<file path="src/rtl/cpu_pkg.sv">
// CPU-wide datapath widths and encodings shared by the fetch/decode front end.
package cpu_pkg;
  localparam int INSTR_W = 32;
  localparam int ADDR_W  = 32;
  // addi x0, x0, 0
  localparam logic [INSTR_W-1:0] NOP = 32'h0000_0013;
endpackage

</file>
<file path="src/rtl/iqueue_if.sv">
// Fetch/decode side handshake of the instruction queue.
interface iqueue_if #(
  parameter int DEPTH   = 4,
  parameter int INSTR_W = 32,
  parameter int ADDR_W  = 32
);
  localparam int CW = $clog2(DEPTH + 1);

  logic               flush;
  logic               push;
  logic [INSTR_W-1:0] instrIN;
  logic [ADDR_W-1:0]  addrIN;
  logic               pop;
  logic [INSTR_W-1:0] instrOUT;
  logic [ADDR_W-1:0]  addrOUT;
  logic               valid;
  logic               full;
  logic               almost_full;
  logic [CW-1:0]      count;

  modport master (
    output flush, push, instrIN, addrIN, pop,
    input  instrOUT, addrOUT, valid, full, almost_full, count
  );

  modport slave (
    input  flush, push, instrIN, addrIN, pop,
    output instrOUT, addrOUT, valid, full, almost_full, count
  );
endinterface

</file>
<file path="src/rtl/iq_mem.sv">
// Entry storage for the instruction queue: one synchronous write port,
// one asynchronous read port, deliberately not reset.
module iq_mem #(
  parameter int DEPTH = 4,
  parameter int W     = 64
) (
  input  logic                     clk,
  input  logic                     we,
  input  logic [$clog2(DEPTH)-1:0] waddr,
  input  logic [W-1:0]             wdata,
  input  logic [$clog2(DEPTH)-1:0] raddr,
  output logic [W-1:0]             rdata
);
  logic [W-1:0] mem_q [DEPTH];

  always_ff @(posedge clk) begin
    if (we) mem_q[waddr] <= wdata;
  end

  assign rdata = mem_q[raddr];
endmodule

</file>
<file path="src/rtl/iqueue.sv">
// Instruction queue between fetch and decode: circular buffer presenting the
// oldest entry first-word-fall-through, with almost-full lookahead and flush.
module iqueue
  import cpu_pkg::*;
#(
  parameter int DEPTH     = 4,
  parameter int INSTR_W   = cpu_pkg::INSTR_W,
  parameter int ADDR_W    = cpu_pkg::ADDR_W,
  parameter int AFULL_LVL = DEPTH - 1
) (
  input  logic   clk,
  input  logic   rst_n,
  iqueue_if.slave q
);
  localparam int PW = $clog2(DEPTH);
  localparam int CW = $clog2(DEPTH + 1);
  localparam int W  = INSTR_W + ADDR_W;

  logic [PW-1:0] wr_ptr_q, wr_ptr_d;
  logic [PW-1:0] rd_ptr_q, rd_ptr_d;
  logic [CW-1:0] count_q, count_d;
  logic          valid, full;
  logic          push_ok, pop_ok, mem_we;
  logic [W-1:0]  rdata;

  assign valid = (count_q != '0);
  assign full  = (count_q == CW'(DEPTH));

  // A pop frees the slot a same-cycle push reuses, so push is legal when full.
  assign pop_ok  = q.pop & valid;
  assign push_ok = q.push & (~full | pop_ok);
  assign mem_we  = push_ok & ~q.flush;

  always_comb begin
    wr_ptr_d = wr_ptr_q;
    rd_ptr_d = rd_ptr_q;
    count_d  = count_q;
    if (q.flush) begin
      wr_ptr_d = '0;
      rd_ptr_d = '0;
      count_d  = '0;
    end else begin
      if (push_ok) wr_ptr_d = wr_ptr_q + PW'(1);
      if (pop_ok)  rd_ptr_d = rd_ptr_q + PW'(1);
      case ({push_ok, pop_ok})
        2'b10:   count_d = count_q + CW'(1);
        2'b01:   count_d = count_q - CW'(1);
        default: count_d = count_q;
      endcase
    end
  end

  always_ff @(posedge clk or negedge rst_n) begin
    if (!rst_n) begin
      wr_ptr_q <= '0;
      rd_ptr_q <= '0;
      count_q  <= '0;
    end else begin
      wr_ptr_q <= wr_ptr_d;
      rd_ptr_q <= rd_ptr_d;
      count_q  <= count_d;
    end
  end

  iq_mem #(.DEPTH(DEPTH), .W(W)) u_mem (
    .clk   (clk),
    .we    (mem_we),
    .waddr (wr_ptr_q),
    .wdata ({q.instrIN, q.addrIN}),
    .raddr (rd_ptr_q),
    .rdata (rdata)
  );

  // Storage is unreset; masking keeps outputs deterministic while empty.
  assign q.instrOUT    = valid ? rdata[W-1:ADDR_W] : '0;
  assign q.addrOUT     = valid ? rdata[ADDR_W-1:0] : '0;
  assign q.valid       = valid;
  assign q.full        = full;
  assign q.almost_full = (count_q >= CW'(AFULL_LVL));
  assign q.count       = count_q;
endmodule
</file>
<file path="src/flat_wrapper.sv">
// flat-port wrapper written by rule: the top's interface ports become plain ports
module iqueue_flat import cpu_pkg::*;
#(
  parameter int DEPTH     = 4,
  parameter int INSTR_W   = cpu_pkg::INSTR_W,
  parameter int ADDR_W    = cpu_pkg::ADDR_W,
  parameter int AFULL_LVL = DEPTH - 1
)
  (clk, rst_n, q_flush, q_push, q_instrIN, q_addrIN, q_pop, q_instrOUT, q_addrOUT, q_valid, q_full, q_almost_full, q_count);
  iqueue_if #(.DEPTH(DEPTH), .INSTR_W(INSTR_W), .ADDR_W(ADDR_W)) q_i ();
  input  logic clk;
  input  logic rst_n;
  input wire logic [$bits(q_i.flush)-1:0] q_flush;
  input wire logic [$bits(q_i.push)-1:0] q_push;
  input wire logic [$bits(q_i.instrIN)-1:0] q_instrIN;
  input wire logic [$bits(q_i.addrIN)-1:0] q_addrIN;
  input wire logic [$bits(q_i.pop)-1:0] q_pop;
  output wire logic [$bits(q_i.instrOUT)-1:0] q_instrOUT;
  output wire logic [$bits(q_i.addrOUT)-1:0] q_addrOUT;
  output wire logic [$bits(q_i.valid)-1:0] q_valid;
  output wire logic [$bits(q_i.full)-1:0] q_full;
  output wire logic [$bits(q_i.almost_full)-1:0] q_almost_full;
  output wire logic [$bits(q_i.count)-1:0] q_count;
  assign q_i.flush = q_flush;
  assign q_i.push = q_push;
  assign q_i.instrIN = q_instrIN;
  assign q_i.addrIN = q_addrIN;
  assign q_i.pop = q_pop;
  assign q_instrOUT = q_i.instrOUT;
  assign q_addrOUT = q_i.addrOUT;
  assign q_valid = q_i.valid;
  assign q_full = q_i.full;
  assign q_almost_full = q_i.almost_full;
  assign q_count = q_i.count;
  iqueue #(.DEPTH(DEPTH), .INSTR_W(INSTR_W), .ADDR_W(ADDR_W), .AFULL_LVL(AFULL_LVL)) u_core (.clk(clk), .rst_n(rst_n), .q(q_i));
endmodule
</file>
<file path="config.mk">
export PLATFORM = sky130hd
export DESIGN_NAME = iqueue_flat
export DESIGN_NICKNAME = d
export VERILOG_FILES = /design/src/rtl/cpu_pkg.sv /design/src/rtl/iqueue_if.sv /design/src/rtl/iq_mem.sv /design/src/rtl/iqueue.sv /design/src/flat_wrapper.sv
export SDC_FILE = /design/constraint.sdc
export NUM_CORES = 1
export LEC_CHECK = 0
export BUFFER_PORTS_ARGS = -buffer_cell sky130_fd_sc_hd__buf_4
export CAP_MARGIN = 40
export CORE_UTILIZATION = 35
export CTS_BUF_LIST = sky130_fd_sc_hd__clkbuf_16
export CTS_CLUSTER_DIAMETER = 150
export DETAILED_ROUTE_END_ITERATION = 12
export PLACE_DENSITY_LB_ADDON = 0.08
export SYNTH_ARGS = -nofsm -noshare
export SYNTH_HDL_FRONTEND = slang
export SYNTH_SLANG_ARGS = --single-unit
</file>
<file path="constraint.sdc">
create_clock -name clk -period 4.4 [get_ports clk]
set_input_delay 0.44 -clock clk [delete_from_list [all_inputs] [get_ports clk]]
set_output_delay 0.44 -clock clk [all_outputs]
set_load 0.02 [all_outputs]
</file>
-- Word level (Yosys, flattened, before mapping)
Memories as Yosys holds them, arrays and structs flattened.
Index checks and enable logic that the tools add are counted.
- reductions and logical operators: 4
- eq/ne operators: 3
- muxes and demuxes: 10
- bitwise gates (word level): 6
- magnitude comparators: 1
- add/sub/neg operators: 4
- operator list (cell ; number):
    $mux W32 ; 2
    $mux W2 ; 4
    $pmux W3 S2 ; 1
    $reduce_bool A3 Y1 ; 2
    $add A2 B1 Y2 const B ; 2
    $reduce_bool A2 Y1 ; 2
    $add A3 B1 Y3 const B ; 1
    $and A1 B1 Y1 ; 3
    $eq A3 B3 Y1 const B ; 1
    $ge A3 B2 Y1 const B ; 1
    $mux W3 ; 1
    $sub A3 B1 Y3 const B ; 1
    $eq A2 B1 Y1 const B ; 1
    $eq A2 B2 Y1 const B ; 1
    $mux W1 ; 2
    $not A1 Y1 ; 2
    $or A1 B1 Y1 ; 1
- input bits: 69
- word-level logic and storage cells: 32
- flip-flop bits (word level): 7
- memories kept: 1
- RAM bits: 256
- memory list (name ; words ; width ; read ports ; clocked after Yosys merged registers in ; wr ports ; RTL line ; RTL):
    u_core.u_mem.mem_q ; 4 ; 64 ; 1 ; 0 ; 1 ; iq_mem.sv:14 ; logic [W-1:0] mem_q [DEPTH];

-- Depth between registers and ports, before layout
- depth after elaboration: 7
- depth in mapped cells: 7
- mapped depth without buffers: 6

-- Modules after synthesis
From an unflattened synthesis, not the netlist that was laid out.
- cells, all modules: 471
- area, all modules: 10366.2 um^2
- by module, submodules not included (module ; seq. area each (um^2) ; area each (um^2) ; times used ; cells an instance):
    iq_mem ; 7687.4 ; 9341.5 ; 1 ; 338
    iqueue ; 175.2 ; 1024.7 ; 1 ; 133

-- Worst setup path after synthesis
No wires, ideal clock.
- path kind: register to register
- from: register u_core.count_q[2] (netlist: u_core.q.count[2])
- to: memory u_core.u_mem.mem_q[0][0], enable pin
- cell stages (with the launch flop): 4
- path buffers: 0
- library setup time: 0.429 ns
- data arrival time: 2.437 ns
- slack: 1.534 ns
- data required time: 3.971 ns
- cell sequence: dfrtp_1 > nor4b_1 > nor3_1 > and2_1
- cells in the longest elaborated chain, start to end: 7
- elaborated cells on any way between the ends: 9
- RTL lines (item ; RTL line ; RTL):
    from (decl) ; iqueue.sv:21 ; logic [CW-1:0] count_q, count_d;
    from (signal assigned) ; iqueue.sv:61 ; count_q <= count_d;
    $reduce_bool A3 Y1 or $eq A3 B3 Y1 (tied branches) ; iqueue.sv:26, iqueue.sv:27 ;
    $and A1 B1 Y1 or $not A1 Y1 (tied branches) ; iqueue.sv:30, iqueue.sv:31 ;
    $or A1 B1 Y1 (*) ; iqueue.sv:31 ; assign push_ok = q.push & (~full | pop_ok);
    $and A1 B1 Y1 (*) ; iqueue.sv:31 ;
    $and A1 B1 Y1 (*) ; iqueue.sv:32 ; assign mem_we = push_ok & ~q.flush;
    $mux W1 (*) ; iq_mem.sv:17 ; if (we) mem_q[waddr] <= wdata;
    $mux W1 (not written as such) (*) ; iq_mem.sv:17 ;
    to (decl) ; iq_mem.sv:14 ;
Mark *: on every way between the ends. The rest lies on a longest branch, timed or not.

-- Worst setup path after layout
- from: register u_core.count_q[0] (netlist: u_core.q.count[0])
- to: output port q_instrOUT[27]
- cells in the longest elaborated chain, start to end: 2
- RTL lines (item ; RTL line ; RTL):
    $reduce_bool A3 Y1 ; iqueue.sv:26 ; assign valid = (count_q != '0);
    $mux W32 ; iqueue.sv:75 ; assign q.instrOUT = valid ? rdata[W-1:ADDR_W] : '0;
    to (decl) ; flat_wrapper.sv:18 ; output wire logic [$bits(q_i.instrOUT)-1:0] q_instrOUT;
Every way passes these cells.

==> metrics.txt <==
run status=completed; most frequent cells in the layout=edfxtp_1 (256), buf_4 (142), and2_1 (65); total negative slack=0 ns; chip width=around 170 microns; grt total ovfl=0; layout cell share with drive strength beyond 1=0.405; remaining antenna violation count=0; Hold Slack=between 0.1 and 0.15 ns; Pwr per Cell Area=475 nW/um^2; Vert. Die Dim=173 microns; leak pwr=between 4 and 5 nW; critical-path maximum fanout=38; TritonCTS Buffers=28; CP peak stage delay=just over 0.7 ns; Clock Power Share=0.396; largest delay contributor family on the critical path=simple AND/OR/NAND/NOR gates; initial antenna violation count=0; CP Capture Type=primary output; maximum clock rate=306 MHz; fin util=0.444; most common cell after layout, fill and taps aside=edfxtp_1; clk_skew=between 0.008 and 0.009 ns; Port Buffers=about 140; Fin. Hold Viols=0; First-pass DRT Iterations=4; clock root buffer master=clkbuf_16; flop2flop setup slack=between 1.5 and 2 ns; Post-Synthesis Cell Area=roughly 10000 sq um; CP required=3.96 ns; final non-filler cell total=roughly 1000; Core Region=28800 sq um; maximum capacitance violations=0; CP max-delay cell=or3_2; first-pass GRT wire length=between 30000 and 40000 microns; Antenna Diode Count=0; net switching power=between 1 and 1.5 mW; # IOs=about 140; period utilization=0.742; Worst Path Arrival=roughly 2.8 ns; GRT Total Usage=0.143; Yosys cell types=31; placed cell count=979; DRC errors left=0; clk sink count=approximately 260; RSZ-0062 raised after global routing=false; Final Max Tran Viols=0; CTS clk-pin slew, worst paths=0.06 ns; die footprint=approximately 30000 sq um; starting density of the core=0.356; synthesized net count=approximately 550; nets=700; Slew @ Worst Pin=between 0.7 and 0.8 ns; WP buf/inv=2; Via-to-Cell Ratio=4.90; largest net degree at the start of global routing=between 40 and 50; part of the power in combinational logic=0.132; Clock Path Buffers=3; shortest period the worst path allows=around 3.3 ns; worst path cell trace=or3_2 -> buf_4 -> and2_1 -> buf_4; average wire per standard cell=a little over 20 microns; FP Rows=between 60 and 70; clock latency at the later pin of the worst-skew pair=approximately 0.53 ns; Flop pwr share=0.472; WS Path Type=reg -> out; Post-Route WL=~21000 microns; vias post-DR=5053; crit start category=flop; vias in the first global route=about 5500; DRT iter0 DRCs=approximately 360; Area growth syn-to-layout=24.7%; Pint=about 4.7 mW; Mapped Cells=about 470; CTS tree=done; mean post-synth cell area=about 22 sq um; synthesized flop and latch total=~260; sequential fraction of the synthesis area=0.767; relative slew slack=0.492; HP Class=in -> reg; CP most frequent cell=buf_4; Placer Congestion=0.674; DP HPWL=about 12000 microns; Sw Share=0.229; Yosys Warn Count=0; peak supply drop=~260 uV; htree depth=1; Setup violations, final=0
==> power by group through the flow <==
stage | Sequential [mW] | Combinational [mW] | Clock, mW
3_5_place_dp | 2.92 | 0.822 | 0
4_1_cts | 2.87 | 0.825 | 2.47
5_1_grt | 2.88 | 0.864 | 2.55
2_1_floorplan | 2.89 | 0.500 | 0
6_report | 2.87 | 0.800 | 2.41
3_3_place_gp | 2.95 | 0.770 | 0
==> timing repair <==
action                                  4_1_cts  5_1_grt
endpoints found under the setup margin        0        0
gates resized for setup                       0        0
setup buffers                                 0        0
hold endpoints to repair                      7        0
hold buffers                                  1        0
==> per-stage QoR <==
step                      cell area, sq um  setup slack [ns]  total power [mW]
final                                12800              1.14              6.07
after global routing                 12800             0.886              6.30
after CTS                            12800              1.05              6.17
after detailed placement             11800              1.63              3.75
after global placement               11700              1.60              3.72
after floorplan                      10300              1.53              3.39
==> synthesized netlist by cell type <==
| cell | instances | area (sq um) |
|---|---|---|
| o31ai_1 | 1 | 7.51 |
| nand2b_1 | 4 | 25.0 |
| a31oi_1 | 1 | 6.26 |
| clkbuf_1 | 10 | 37.5 |
| a211oi_1 | 1 | 7.51 |
| xor2_1 | 3 | 26.3 |
| o21ai_0 | 3 | 15.0 |
| o311ai_0 | 1 | 8.76 |
| o22ai_1 | 1 | 6.26 |
| nor2_1 | 5 | 18.8 |
| nand3_1 | 2 | 10.0 |
| a21oi_1 | 4 | 20.0 |
| buf_6 | 5 | 56.3 |
| nor4b_1 | 1 | 8.76 |
| and2_1 | 69 | 432 |
| mux2i_1 | 2 | 20.0 |
| inv_1 | 4 | 15.0 |
| buf_2 | 12 | 60.1 |
| o41a_1 | 1 | 11.3 |
| o21ba_2 | 1 | 10.0 |
| nand3b_1 | 4 | 30.0 |
| dfrtp_1 | 7 | 175 |
| mux4_2 | 64 | 1440 |
| edfxtp_1 | 256 | 7690 |
| ha_1 | 4 | 50.1 |
| or3b_2 | 1 | 8.76 |
| nor3_1 | 1 | 5.00 |
| a21o_1 | 1 | 7.51 |
| a2111oi_0 | 2 | 17.5 |
| fa_1 | 1 | 20.0 |
| or3_1 | 2 | 12.5 |
==> routing by layer <==
layer	GRT usage	routed length [microns]
met2	0.240	10400
met3	0.0273	941
met5	0	0
met1	0.190	9310
met4	0.0376	348
==> layout make-up <==
type / instances / area [sq um]
Fill cell: 2516 / 16000
Sequential cell: 263 / 7870
Multi-Input combinational cell: 180 / 2240
Timing Repair Buffer: 149 / 1230
Clock buffer: 29 / 726
Tap cell: 384 / 480
Clock inverter: 22 / 225
Inverter: 4 / 15.0
==> path summary, 6_finish.rpt <==
path,startpoint,end,depth (start not counted)
min in group asynchronous,rst_n,u_core.q.count[1],2
worst min register to register,u_core.wr_ptr_q[1],u_core.wr_ptr_q[1],2
max in group asynchronous,rst_n,u_core.rd_ptr_q[1],2
worst max register to register,u_core.q.count[0],u_core.u_mem.mem_q[3][56],4
worst max-delay path,u_core.q.count[0],q_instrOUT[27],4
worst min-delay path,q_instrIN[5],u_core.u_mem.mem_q[2][37],1
==> state kept, by name, indices dropped and copies added, names as in the netlist <==
register and flops:
u_core.u_mem.mem_q 256, u_core.rd_ptr_q 2, u_core.wr_ptr_q 2, u_core.q.count 3
==> cell families (layout without fill, tap and decap cells) <==
logic type,Yosys count,in the layout,synth area share
multiplexers,66,66,0.142
adder cells (fa/ha/maj),5,5,0.00683
XOR/XNOR,3,3,0.00256
AO/OA/AOI/OAI,17,17,0.0115
AND/OR/NAND/NOR,89,89,0.0537
buffers and inverters,31,204,0.0165
flip-flops,263,263,0.767
No activity file was read; power rests on OpenSTA's default activity.
